[src/rtl/sample_capture_ctrl_pkg.sv]
// Shared definitions for the sample capture controller: default widths and
// FSM state encodings.
package sample_capture_ctrl_pkg;

    localparam int DATA_W_DEF = 8;
    localparam int ADDR_W_DEF = 10;

    localparam logic [2:0] ST_IDLE      = 3'd0;
    localparam logic [2:0] ST_PRETRIG   = 3'd1;
    localparam logic [2:0] ST_WAIT_TRIG = 3'd2;
    localparam logic [2:0] ST_POSTTRIG  = 3'd3;
    localparam logic [2:0] ST_DONE      = 3'd4;

    function automatic logic is_run_state(input logic [2:0] st);
        return (st == ST_PRETRIG) || (st == ST_WAIT_TRIG) || (st == ST_POSTTRIG);
    endfunction

endpackage

[src/rtl/sample_capture_ctrl_edge_detect.sv]
// Rising-edge detector for the divided sample tick (same clock domain, so a
// single delay flop is enough).
module edge_detect (
    input  logic clock_in,
    input  logic reset,
    input  logic tick_in,
    output logic tick_rise
);

    logic tick_q;
    logic tick_d;

    always_comb begin
        tick_d = tick_in;
    end

    always_ff @(posedge clock_in or posedge reset) begin
        if (reset) begin
            tick_q <= 1'b0;
        end else begin
            tick_q <= tick_d;
        end
    end

    assign tick_rise = tick_in & ~tick_q;

endmodule

[src/rtl/sample_capture_ctrl.sv]
// Capture controller: streams ADC samples into a circular buffer with a
// programmable pre-trigger window and a level or forced trigger.
module sample_capture_ctrl
    import sample_capture_ctrl_pkg::*;
#(
    parameter int DATA_W = DATA_W_DEF,
    parameter int ADDR_W = ADDR_W_DEF
) (
    input  logic              clock_in,
    input  logic              reset,
    input  logic              sample_tick,
    input  logic [DATA_W-1:0] adc_data,
    input  logic              arm,
    input  logic              force_trig,
    input  logic [DATA_W-1:0] trig_level,
    input  logic              trig_rising,
    input  logic [ADDR_W-1:0] pretrig_len,
    output logic              run_flag,
    output logic              wr_en,
    output logic [ADDR_W-1:0] wr_addr,
    output logic [DATA_W-1:0] wr_data,
    output logic [ADDR_W-1:0] trig_addr,
    output logic              busy,
    output logic              done
);

    localparam logic [ADDR_W:0]   DEPTH_CNT = {1'b1, {ADDR_W{1'b0}}};
    localparam logic [ADDR_W:0]   CNT_ONE   = {{ADDR_W{1'b0}}, 1'b1};
    localparam logic [ADDR_W-1:0] ADDR_ONE  = {{(ADDR_W-1){1'b0}}, 1'b1};
    localparam logic [ADDR_W-1:0] MAX_PRE   = '1;

    logic [2:0]        state_q, state_d;
    logic              wr_en_q, wr_en_d;
    logic [ADDR_W-1:0] wr_addr_q, wr_addr_d;
    logic [DATA_W-1:0] wr_data_q, wr_data_d;
    logic [ADDR_W-1:0] trig_addr_q, trig_addr_d;
    logic [ADDR_W-1:0] plen_q, plen_d;
    logic [ADDR_W:0]   cnt_q, cnt_d;
    logic [DATA_W-1:0] prev_q, prev_d;
    logic              prev_vld_q, prev_vld_d;
    logic              force_pend_q, force_pend_d;

    logic              tick_rise;
    logic              running;
    logic              level_hit;
    logic [ADDR_W:0]   cnt_inc;
    logic [ADDR_W:0]   post_target;

    edge_detect u_edge_detect (
        .clock_in  (clock_in),
        .reset     (reset),
        .tick_in   (sample_tick),
        .tick_rise (tick_rise)
    );

    assign running     = is_run_state(state_q);
    assign cnt_inc     = cnt_q + CNT_ONE;
    assign post_target = DEPTH_CNT - {1'b0, plen_q};

    // The sample being written (wr_data_q) is compared against the one before it.
    assign level_hit = prev_vld_q &&
                       (trig_rising ? ((prev_q <  trig_level) && (wr_data_q >= trig_level))
                                    : ((prev_q >= trig_level) && (wr_data_q <  trig_level)));

    always_comb begin
        // NOTE: every _d gets a default before the case so no path leaves it
        // unassigned; otherwise synthesis infers a latch.
        state_d      = state_q;
        wr_addr_d    = wr_addr_q;
        wr_data_d    = wr_data_q;
        trig_addr_d  = trig_addr_q;
        plen_d       = plen_q;
        cnt_d        = cnt_q;
        prev_d       = prev_q;
        prev_vld_d   = prev_vld_q;
        force_pend_d = force_pend_q;

        if (wr_en_q) begin
            wr_addr_d  = wr_addr_q + ADDR_ONE;
            prev_d     = wr_data_q;
            prev_vld_d = 1'b1;
            cnt_d      = cnt_inc;
        end

        case (state_q)
            ST_IDLE, ST_DONE: begin
                if (arm) begin
                    state_d      = ST_PRETRIG;
                    wr_addr_d    = '0;
                    cnt_d        = '0;
                    prev_vld_d   = 1'b0;
                    force_pend_d = 1'b0;
                    plen_d       = (pretrig_len > MAX_PRE) ? MAX_PRE : pretrig_len;
                end
            end
            ST_PRETRIG: begin
                if ((plen_q == '0) || (wr_en_q && (cnt_inc == {1'b0, plen_q}))) begin
                    state_d = ST_WAIT_TRIG;
                end
            end
            ST_WAIT_TRIG: begin
                if (force_trig) begin
                    force_pend_d = 1'b1;
                end
                if (wr_en_q && (force_trig || force_pend_q || level_hit)) begin
                    trig_addr_d  = wr_addr_q;
                    cnt_d        = CNT_ONE;
                    force_pend_d = 1'b0;
                    state_d      = (post_target == CNT_ONE) ? ST_DONE : ST_POSTTRIG;
                end
            end
            ST_POSTTRIG: begin
                if (wr_en_q && (cnt_inc == post_target)) begin
                    state_d = ST_DONE;
                end
            end
            default: state_d = ST_IDLE;
        endcase

        // A sample captured in the cycle the capture completes must not be written.
        wr_en_d = tick_rise && running && is_run_state(state_d);
        if (wr_en_d) begin
            wr_data_d = adc_data;
        end
    end

    // NOTE: sequential state uses non-blocking assignments so every flop samples
    // its _d value from before the edge, independent of statement order.
    always_ff @(posedge clock_in or posedge reset) begin
        if (reset) begin
            state_q      <= ST_IDLE;
            wr_en_q      <= 1'b0;
            wr_addr_q    <= '0;
            wr_data_q    <= '0;
            trig_addr_q  <= '0;
            plen_q       <= '0;
            cnt_q        <= '0;
            prev_q       <= '0;
            prev_vld_q   <= 1'b0;
            force_pend_q <= 1'b0;
        end else begin
            state_q      <= state_d;
            wr_en_q      <= wr_en_d;
            wr_addr_q    <= wr_addr_d;
            wr_data_q    <= wr_data_d;
            trig_addr_q  <= trig_addr_d;
            plen_q       <= plen_d;
            cnt_q        <= cnt_d;
            prev_q       <= prev_d;
            prev_vld_q   <= prev_vld_d;
            force_pend_q <= force_pend_d;
        end
    end

    assign run_flag  = running;
    assign busy      = running;
    assign done      = (state_q == ST_DONE);
    assign wr_en     = wr_en_q;
    assign wr_addr   = wr_addr_q;
    assign wr_data   = wr_data_q;
    assign trig_addr = trig_addr_q;

endmodule
[config.mk]
export PLATFORM = sky130hd
export DESIGN_NAME = sample_capture_ctrl
export DESIGN_NICKNAME = d
export VERILOG_FILES = /design/src/rtl/sample_capture_ctrl_pkg.sv /design/src/rtl/sample_capture_ctrl_edge_detect.sv /design/src/rtl/sample_capture_ctrl.sv
export SDC_FILE = /design/constraint.sdc
export NUM_CORES = 1
export LEC_CHECK = 0
export ABC_AREA = 1
export CAP_MARGIN = 20
export CORE_AREA = 2 2 110 101
export CTS_CLUSTER_SIZE = 10
export DETAILED_ROUTE_END_ITERATION = 8
export DIE_AREA = 0 0 112 103
export HOLD_SLACK_MARGIN = 0.02
export PLACE_DENSITY_LB_ADDON = 0.25
export SKIP_LAST_GASP = 1
export SYNTH_ARGS = -nofsm -noshare
export SYNTH_HDL_FRONTEND = slang
export SYNTH_HIERARCHICAL = 1
export SYNTH_SLANG_ARGS = --single-unit
[constraint.sdc]
create_clock -name clock_in -period 2.3 [get_ports clock_in]
set_input_delay 0.345 -clock clock_in [delete_from_list [all_inputs] [get_ports clock_in]]
set_output_delay 0.345 -clock clock_in [all_outputs]
set_load 0.01 [all_outputs]
Word-level counts from Yosys, hierarchy flattened
Cells that the tools add are included.
Word-level totals
  input bits: 32
  flip-flop bits (word level): 64
  output and inout bits: 32
  bits in latches: 0
  memories: 0
  logic and storage cells: 77
  RAM bits: 0
  ROM bits: 0
Operators by class
  shift operators: 0
  mux-type cells: 22
  equal/unequal tests: 12
  $mul: 0
  bitwise operators: 2
  add/subtract/negate cells: 3
  reduce and logical (&&, ||, !) cells: 22
  magnitude comparators: 5
  divide/modulo/power cells: 0
Operators by type and width (number)
  $mux 10: 4
  $mux 11: 3
  $pmux 11 s2: 1
  $ge 8x8->1: 2
  $lt 8x8->1: 2
  $mux 3: 5
  $eq 3x2->1 const B: 4
  $pmux 3 s4: 1
  $add 11x1->11 const B: 1
  $eq 11x1->1 const B: 1
  $eq 11x10->1: 1
  $eq 11x11->1: 1
  $sub 11x10->11 const A: 1
  $add 10x1->10 const B: 1
  $gt 10x10->1 const B: 1
  $logic_not 10->1: 1
  $logic_and 1x1->1: 8
  $logic_or 1x1->1: 7
  $mux 1: 7
  $eq 3x1->1 const B: 2
  $reduce_and 2->1: 2
  $eq 3x3->1 const B: 1
  $logic_not 3->1: 1
  $ne 3x2->1 const B: 1
  7 further kinds: 7

Longest topological paths before layout
Gate-level depths: netlist of run 1.
  word-level depth: 12
  mapped depth: 19
  depth with buffers taken out: 19

Cells and area by module
Netlist of run 1, hierarchy kept.
By module, submodules not included
  sample_capture_ctrl: sequential area each 1576.5 um^2, area each 4022.6 um^2, cells an instance 564, times used 1
  edge_detect: sequential area each 25.0 um^2, area each 38.8 um^2, cells an instance 4, times used 1

Worst setup path after synthesis of run 1
Ideal clock, no wire load.
  path kind: register to register
  from: register wr_data_q[7], in the netlist wr_data[7]
  to: register wr_data_q[0], in the netlist wr_data[0]
  path buffers: 0
  library setup time: 118 ps
  data required time: 2182 ps
  slack: 289 ps
  cell stages (with the launch flop): 15
  data arrival time: 1893 ps
  clock period less this slack: 2011 ps
  cells stage by stage: dfrtp_1 -> ha_1 -> nand2_1 -> nor2_1 -> nand4_1 -> nand3_1 -> nand2_1 -> nand2_1 -> nand3_1 -> nand2_1 -> nand3_2 -> nor2_2 -> nor2_8 -> nand3_1 -> nand2_1
On the way
  word-level cells in the longest chain between the ends: 12
  elaborated cells between the ends (all ways): 16
  those cells by class: order compare: 2; eq/ne: 3; mux: 3; reduce/logical: 8
RTL lines
  from (decl): line sample_capture_ctrl.sv:35  | logic [DATA_W-1:0] wr_data_q, wr_data_d;
  from (signal assigned): line sample_capture_ctrl.sv:145  | wr_data_q <= wr_data_d;
  $lt 8x8->1 or $ge 8x8->1 (tied branches): line sample_capture_ctrl.sv:63, sample_capture_ctrl.sv:62
  $logic_and 1x1->1 (on tied branches): line sample_capture_ctrl.sv:63, sample_capture_ctrl.sv:62
  $mux 1 *: line sample_capture_ctrl.sv:62  | (trig_rising ? ((prev_q < trig_level) && (wr_data_q >= trig_level))
  $logic_and 1x1->1 *: line sample_capture_ctrl.sv:61  | assign level_hit = prev_vld_q &&
  $logic_or 1x1->1 *: line sample_capture_ctrl.sv:105  | if (wr_en_q && (force_trig || force_pend_q || level_hit)) begin
  $logic_and 1x1->1 *: line sample_capture_ctrl.sv:105
  $mux 3 *: line sample_capture_ctrl.sv:105
  $pmux 3 s4 *: line sample_capture_ctrl.sv:85  | case (state_q)
  $eq 3x1->1 or $eq 3x2->1 (tied branches): line sample_capture_ctrl_pkg.sv:15  | return (st == ST_PRETRIG) || (st == ST_WAIT_TRIG) || (st == ST_POSTTRIG);
  $logic_or 1x1->1: line sample_capture_ctrl_pkg.sv:15
  $logic_or 1x1->1 *: line sample_capture_ctrl_pkg.sv:15
  $logic_and 1x1->1 *: line sample_capture_ctrl.sv:121  | wr_en_d = tick_rise && running && is_run_state(state_d);
Every way passes the cells marked *; elsewhere a longest branch is shown, timed or not.
A chain may end at the register's enable or synchronous reset.

Final worst setup path of run 1
  from: input trig_level[7]
  to: register wr_data_q[2], in the netlist wr_data[2]
On the way
  word-level cells in the longest chain between the ends: 12
  elaborated cells between the ends (all ways): 18
  those cells by class: order compare: 4; eq/ne: 3; mux: 3; reduce/logical: 8
RTL lines
  from (decl): line sample_capture_ctrl.sv:15  | input logic [DATA_W-1:0] trig_level,
  $ge 8x8->1, or another cell as far along: line sample_capture_ctrl.sv:63  | : ((prev_q >= trig_level) && (wr_data_q < trig_level)));
  $logic_and 1x1->1 (on tied branches): line sample_capture_ctrl.sv:63, sample_capture_ctrl.sv:62
  $mux 1 *: line sample_capture_ctrl.sv:62
  $logic_and 1x1->1 *: line sample_capture_ctrl.sv:61
  $logic_or 1x1->1 *: line sample_capture_ctrl.sv:105
  $logic_and 1x1->1 *: line sample_capture_ctrl.sv:105
  $mux 3 *: line sample_capture_ctrl.sv:105
  $pmux 3 s4 *: line sample_capture_ctrl.sv:85
  $eq 3x1->1 or $eq 3x2->1 (tied branches): line sample_capture_ctrl_pkg.sv:15
  $logic_or 1x1->1: line sample_capture_ctrl_pkg.sv:15
  $logic_or 1x1->1 *: line sample_capture_ctrl_pkg.sv:15
  $logic_and 1x1->1 *: line sample_capture_ctrl.sv:121
Marks and branches as above.

==> impl_metrics.yaml, run 1 <==
setup_path:
  timing.critical_path.from: "trig_level[7]"
  critical_path.endpoint_type: "register"
  timing.critical_path.required_ns: 2.52
  criticalPathCategory: "input pin to register"
  critical_path.reg2reg.endpoint: "wr_data[7]"
  cp-start-kind: "input pin"
  crit_path_max_fanout: 4
  r2r_start: "plen_q[1]"
  worstPathArrival_ns: 2.47
  reg2reg_depth: 13
  reg2reg_slack_ns: 0.12
  crit_end: "wr_data[2]"
synthesis:
  synthDominantCellAreaShare: 0.394
  mappedNetlistArea_um2: 4060
  yosys.area.top_type: "dfrtp_1"
  dominantRegCellSynth: "dfrtp_1"
  synth-seq-area-share: 0.394
  postSynthAreaPerCell_um2: 7.15
  synthDistinctLibCells: 36
  synthesis.instances: 568
  ys_async_sr_fraction: 1.00
  edff_count_synth: 0
  synth-warning-count: 6
  synth_fp_nets: 620
  top_cells_by_area_synth: "dfrtp_1 39%, nand2_1 17%, ha_1 6.2%"
  synth_seq_cells: 64
power:
  total_switching_power_mw: 2.76
  power_density_nw_per_um2: 1160
  power.total_mw: 6.43
  swShare: 0.429
  static-leakage-power_nw: 2.66
  pwr-share-comb: 0.474
  clock_power_share: 0.219
  vdd_ir_drop_max_uv: 498
  seq_power_share: 0.307
  intPower_mw: 3.67
cells_and_area:
  layout.area.seq_um2: 1600
  final_core_utilization: 0.527
  multiInputGateArea_um2: 2400
  layoutNonFillerInstCount: 789
  finish.net_count: 703
  post_route_cells_drive_above_1_share: 0.166
  insertedDiodeCount: 0
  n_fill_cell: 1006
  finish.instance_area_um2: 5550
  areaGrowthSynthToFinish_pct: 36.8
flow_run:
  maxCapViolCount: 0
place:
  place.detailed.instances: 766
  place.gp.congestion: 0.940
  hpwlAfterDp_um: 7740
  place.port_buffers: 63
  post_dp_cell_area_um2: 4940
global_routing:
  first_global_vias: 3606
  grt_remaining_overflow: 0
  grt_max_degree: 64
  global_route_wire_length_before_repair_um: 17200
  number_of_antenna_violations_at_the_first_check_in_global_routing: 0
  global_route.usage.total: 0.188
die:
  die_w_um: 112
  fp-row-count: 36
  dieArea_um2: 11500
  floorplan.initialDensity: 0.385
  core_region_area_um2: 10500
  die_outline_height_um: 103
  boundary_pin_count: 64
route:
  first_pass_iters: 4
  routed-wl-met2_um: 5350
  route.vias.total: 3891
  drt_wl_total_um: 11100
  mean_number_of_vias_per_cell: 4.93
  wl_met1_um: 5190
  route.met3.wl_um: 426
  route.detailed.wl_per_inst_um: 14.0
  drt_first_iter_violations: 142
  highest_layer: "met4"
  postRouteAntennaNets: 0
  total_drc_errors_in_the_routed_layout: 0
timing:
  timing.final.max_slew_violations: 0
  finalWorstPathRequiredPeriod_ns: 2.24
  slew_headroom: 0.703
  rsz0062_at_grt: "true"
  finalSetupViolations: 0
  maxClockFrequency_mhz: 446
  fin_worst_skew_ns: 0.0118
  tns_ns: 0
  final.period_utilization: 0.975
  timing_hold_violations_final: 0
  worst_pin_slew_ns: 0.444
run_status:
  status: "completed"
cts:
  tritoncts: "done"
  tritoncts_num_sinks: 64
  worst_skew_pair.late_latency_ns: 0.33
  clock_tree.buffer_depth: 2
  numCtsBuffers: 9
  clockRootBuffer: "clkbuf_16"
  ctsHtreeMaxLevel: 3
  clk_pin_slew_ns: 0.06
min_path:
  holdCritPathClass: "input pin to async pin"
-- layer usage --
metal	GRT usage	up-vias
li1	-	1984
met2	0.320	97
met1	0.246	1800
met4	0.0638	0
met5	0	-
met3	0.0317	10
-- worst min path at each step --
| stage | from | endpoint | slack, ns | cells past startpoint |
|---|---|---|---|---|
| 6_report | reset | u_edge_detect/tick_q | 0.19 | 2 |
| 4_1_cts | reset | u_edge_detect/tick_q | 0.18 | 2 |
| 5_1_grt | reset | u_edge_detect/tick_q | 0.19 | 2 |
| 3_5_place_dp | trig_addr[0] | trig_addr[0] | 0.47 | 2 |
| 3_3_place_gp | trig_addr[0] | trig_addr[0] | 0.46 | 2 |
| 2_1_floorplan | reset | u_edge_detect/tick_q | 0.07 | 1 |
-- synth_stat cells, types with 7 or more instances --
library cell,count
inv_1,65
nand2_1,185
dfrtp_1,64
o21ai_0,29
a21oi_1,18
ha_1,20
clkbuf_1,8
nand4_1,19
nand3_1,42
nor2_2,9
nor2_1,55
nand2_2,9
xor2_1,9
nor3_1,7
-- power by group through the flow --
stage	Sequential (mW)	Combinational (mW)	Clock [mW]
2_1_floorplan	1.88	1.87	0
3_3_place_gp	1.94	2.66	0
3_5_place_dp	1.94	2.73	0
4_1_cts	1.93	2.75	1.41
5_1_grt	2.03	3.44	1.48
6_report	1.97	3.05	1.41
-- cell families (layout without fill, tap and decap cells) --
group / count (synthesis) / count (layout) / synth area share
AOI/OAI and AO/OA: 56 / 56 / 0.0749
xor gates and xnor gates: 12 / 12 / 0.0277
and+or+nand+nor: 334 / 336 / 0.362
buffers and inverters: 82 / 168 / 0.0798
DFF: 64 / 64 / 0.394
adders and majority gates: 20 / 20 / 0.0616
-- sequential cells by signal (all words and copies together), names as in the netlist, 3 cells and up --
name       cells
trig_addr     10
state_q        3
wr_addr       10
prev_q         8
wr_data        8
cnt_q         11
plen_q        10
-- worst max-delay path, cell delays in order --
cell             delay, ns
clkdlybuf4s50_1       0.47
inv_2                 0.07
ha_4                  0.24
nand2_1               0.06
nand2_1               0.06
o21bai_1              0.15
a21oi_1               0.13
nand2_1               0.08
nand2_1               0.08
nand3_2               0.10
nand2_4               0.12
nand3_4               0.11
nor2_4                0.24
nor2_4                0.08
nand3_1               0.08
nand2_1               0.05
-- what timing repair did --
item / 4_1_cts / 5_1_grt
hold buffers: 0 / 0
gates resized for setup: 0 / 54
endpoints found under the setup margin: 0 / 33
buffers inserted: 0 / 5
-- stage by stage --
step                      hold slack, ns  worst slack [ns]
after detailed placement           0.469            -0.302
after global routing               0.187           -0.0561
after CTS                          0.183            0.0369
after floorplan                   0.0737             0.289
final                              0.190            0.0584
after global placement             0.465            -0.244
-- cells in the final DEF (no fill, tap or decap), drive strengths merged, types with 9 or more instances in the layout --
master / count
clkbuf: 9
dfrtp: 64
a21oi: 19
buf: 21
nand2: 194
nand4: 21
ha: 20
nand3: 44
clkdlybuf4s50: 59
inv: 70
o21ai: 32
xor2: 10
nor2: 67
-- area by class of cell --
| type | count | area share |
|---|---|---|
| Clock buffer | 9 | 0.0405 |
| Clock inverter | 7 | 0.0140 |
| Inverter | 68 | 0.0462 |
| Multi-Input combinational cell | 424 | 0.432 |
| Sequential cell | 64 | 0.289 |
| Tap cell | 133 | 0.0300 |
| Timing Repair Buffer | 84 | 0.149 |
Power figures use the tool's default switching activity.
==> run 2: changes to the inputs <==
--- a/config.mk
+++ b/config.mk
@@ -11,6 +11,7 @@
 export CTS_CLUSTER_SIZE = 10
 export DETAILED_ROUTE_END_ITERATION = 8
 export DIE_AREA = 0 0 112 103
+export GPL_TIMING_DRIVEN = 0
 export HOLD_SLACK_MARGIN = 0.02
 export PLACE_DENSITY_LB_ADDON = 0.25
 export SKIP_LAST_GASP = 1
==> run 2 against run 1 <==
Maximum frequency grew 0.14%. Register-to-register slack lost 0.06 ns. Clock-buffer cell count grew 2. Largest power group unchanged. Highest routed layer unchanged.
==> impl_metrics.yaml, run 2 (synthesis results as in run 1) <==
route:
  drt_first_iter_violations: 197
  postRouteAntennaNets: 0
  first_pass_iters: 4
  mean_number_of_vias_per_cell: 4.95
  total_drc_errors_in_the_routed_layout: 0
  route.detailed.wl_per_inst_um: 14.6
  drt_wl_total_um: 11600
  route.vias.total: 3933
global_routing:
  global_route_wire_length_before_repair_um: 18200
  grt_remaining_overflow: 0
  global_route.usage.total: 0.201
  grt_max_degree: 37
  number_of_antenna_violations_at_the_first_check_in_global_routing: 0
  first_global_vias: 3765
timing:
  timing.final.max_slew_violations: 0
  rsz0062_at_grt: "true"
  whs_ns: 0.206
  worst_pin_slew_ns: 0.699
  finalWorstPathRequiredPeriod_ns: 2.24
  finalSetupViolations: 0
  timing_hold_violations_final: 0
  slew_headroom: 0.531
  final.period_utilization: 0.973
  maxClockFrequency_mhz: 447
  setup_ws_ns: 0.0615
  fin_worst_skew_ns: 0.00945
cells_and_area:
  multiInputGateArea_um2: 2460
  finish.instance_area_um2: 5640
  most_common_cell_after_layout_fill_and_taps_aside: "nand2_1"
  layout.area.seq_um2: 1610
  insertedDiodeCount: 0
  mostFrequentLayoutCells: "174 x nand2_1, 61 x dfrtp_1, 56 x clkdlybuf4s50_1, 52 x inv_1, 49 x nor2_1"
  max_flop_register: "cnt_q"
  areaGrowthSynthToFinish_pct: 38.8
  post_route_cells_drive_above_1_share: 0.191
  finish.net_count: 708
  largest_register_ffs: 11
  n_fill_cell: 1019
die:
  fp-row-count: 36
  die_w_um: 112
  die_outline_height_um: 103
  boundary_pin_count: 64
  dieArea_um2: 11500
  core_region_area_um2: 10500
  floorplan.initialDensity: 0.385
setup_path:
  buffer_and_inverter_count_on_the_worst_path: 2
  crit_path_top_delay_cell: "dfrtp_1"
  path_common_cell: "nand2_1"
  reg2reg_slack_ns: 0.06
  reg2reg_depth: 14
  crit_path_max_fanout: 5
  cp-start-kind: "register"
  critical_path.endpoint_type: "register"
  r2r_start: "cnt_q[0]"
  worstPathArrival_ns: 2.51
  criticalPathCategory: "register to register"
  timing.critical_path.required_ns: 2.57
  cp_slowest_stage_delay_ns: 0.38
  critical_path.reg2reg.endpoint: "wr_data[2]"
  critical_path.cell_chain: "ha_2, buf_6, nand4_1, nand2_2, inv_2, nand2_2, nand3_2, nor2_2, nand2_1, nor2_2, nand4_1, nand4_4, nand2_1, nand2_1"
  cp_top_family: "simple AND/OR/NAND/NOR gates"
power:
  vdd_ir_drop_max_uv: 580
  pwr-share-comb: 0.486
  swShare: 0.430
  clock_power_share: 0.215
  seq_power_share: 0.298
  power_density_nw_per_um2: 1170
  total_switching_power_mw: 2.83
  static-leakage-power_nw: 2.71
  intPower_mw: 3.75
place:
  post_dp_cell_area_um2: 4880
  post-place-ws_ns: -0.472
  place.port_buffers: 63
  hpwlAfterDp_um: 8040
  place.gp.congestion: 0.907
cts:
  tritoncts: "done"
  ctsHtreeMaxLevel: 3
  tritoncts_num_sinks: 64
  numCtsBuffers: 9
  clk_pin_slew_ns: 0.06
  worst_skew_pair.late_latency_ns: 0.34
  clockRootBuffer: "clkbuf_16"
  clock_tree.buffer_depth: 2
  hold_buffers: 0
min_path:
  holdCritPathClass: "input pin to async pin"
flow_run:
  maxCapViolCount: 0
run_status:
  status: "completed"
[run 2: worst register-to-register path, stage by stage, from the launching register on]
cell	delay (ns)
dfrtp_1	0.38
ha_2	0.19
buf_6	0.12
nand4_1	0.14
nand2_2	0.16
inv_2	0.05
nand2_2	0.06
nand3_2	0.07
nor2_2	0.15
nand2_1	0.08
nor2_2	0.13
nand4_1	0.24
nand4_4	0.25
nand2_1	0.08
nand2_1	0.07
[run 2: area by class of cell]
type                       count  area share
buffer                        14      0.0149
clock buffer                  11      0.0448
clock inverter                 5     0.00976
inverter                      68      0.0464
multi-input combinational    424       0.437
sequential                    64       0.285
tap                          133      0.0295
timing repair buffer          75       0.133
[run 2: worst max path at each step]
stage	start	depth (start not counted)	to
detailed placement	trig_level[7]	16	wr_data[3]
CTS	cnt_q[0]	15	wr_data[2]
finish	cnt_q[0]	14	wr_data[2]
global route	cnt_q[0]	14	wr_data[2]
floorplan	wr_data[7]	14	wr_data[0]
global placement	reset	2	cnt_q[2]
[run 2: routing by layer]
metal	part of all wire	track usage
met1	0.49	0.277
met2	0.45	0.317
met3	0.031	0.0317
met4	0.022	0.0854
met5	0	0
[run 2: what timing repair did]
action,CTS,global route
cloned,1,1
setup buffers,2,9
setup endpoints to repair,32,32
gates resized for setup,16,70
pin swaps,2,42
[run 2: power by group through the flow]
stage	Clock (mW)	Combinational, mW	Sequential (mW)
3_5_place_dp	0	2.73	1.92
4_1_cts	1.43	2.83	1.91
3_3_place_gp	0	2.67	1.91
6_report	1.42	3.20	1.96
5_1_grt	1.48	3.60	2.02
2_1_floorplan	0	1.87	1.88
[run 2: through the flow]
| stage | util | std cells | power, mW | TNS (ns) |
|---|---|---|---|---|
| 2_1_floorplan | - | 568 | 3.75 | 0 |
| 3_3_place_gp | 0.461 | 764 | 4.58 | -68.31 |
| 3_5_place_dp | 0.463 | 765 | 4.65 | -13.33 |
| 4_1_cts | 0.500 | 784 | 6.17 | 0 |
| 5_1_grt | 0.535 | 794 | 7.10 | -0.192 |
| 6_report | 0.535 | 794 | 6.59 | 0 |
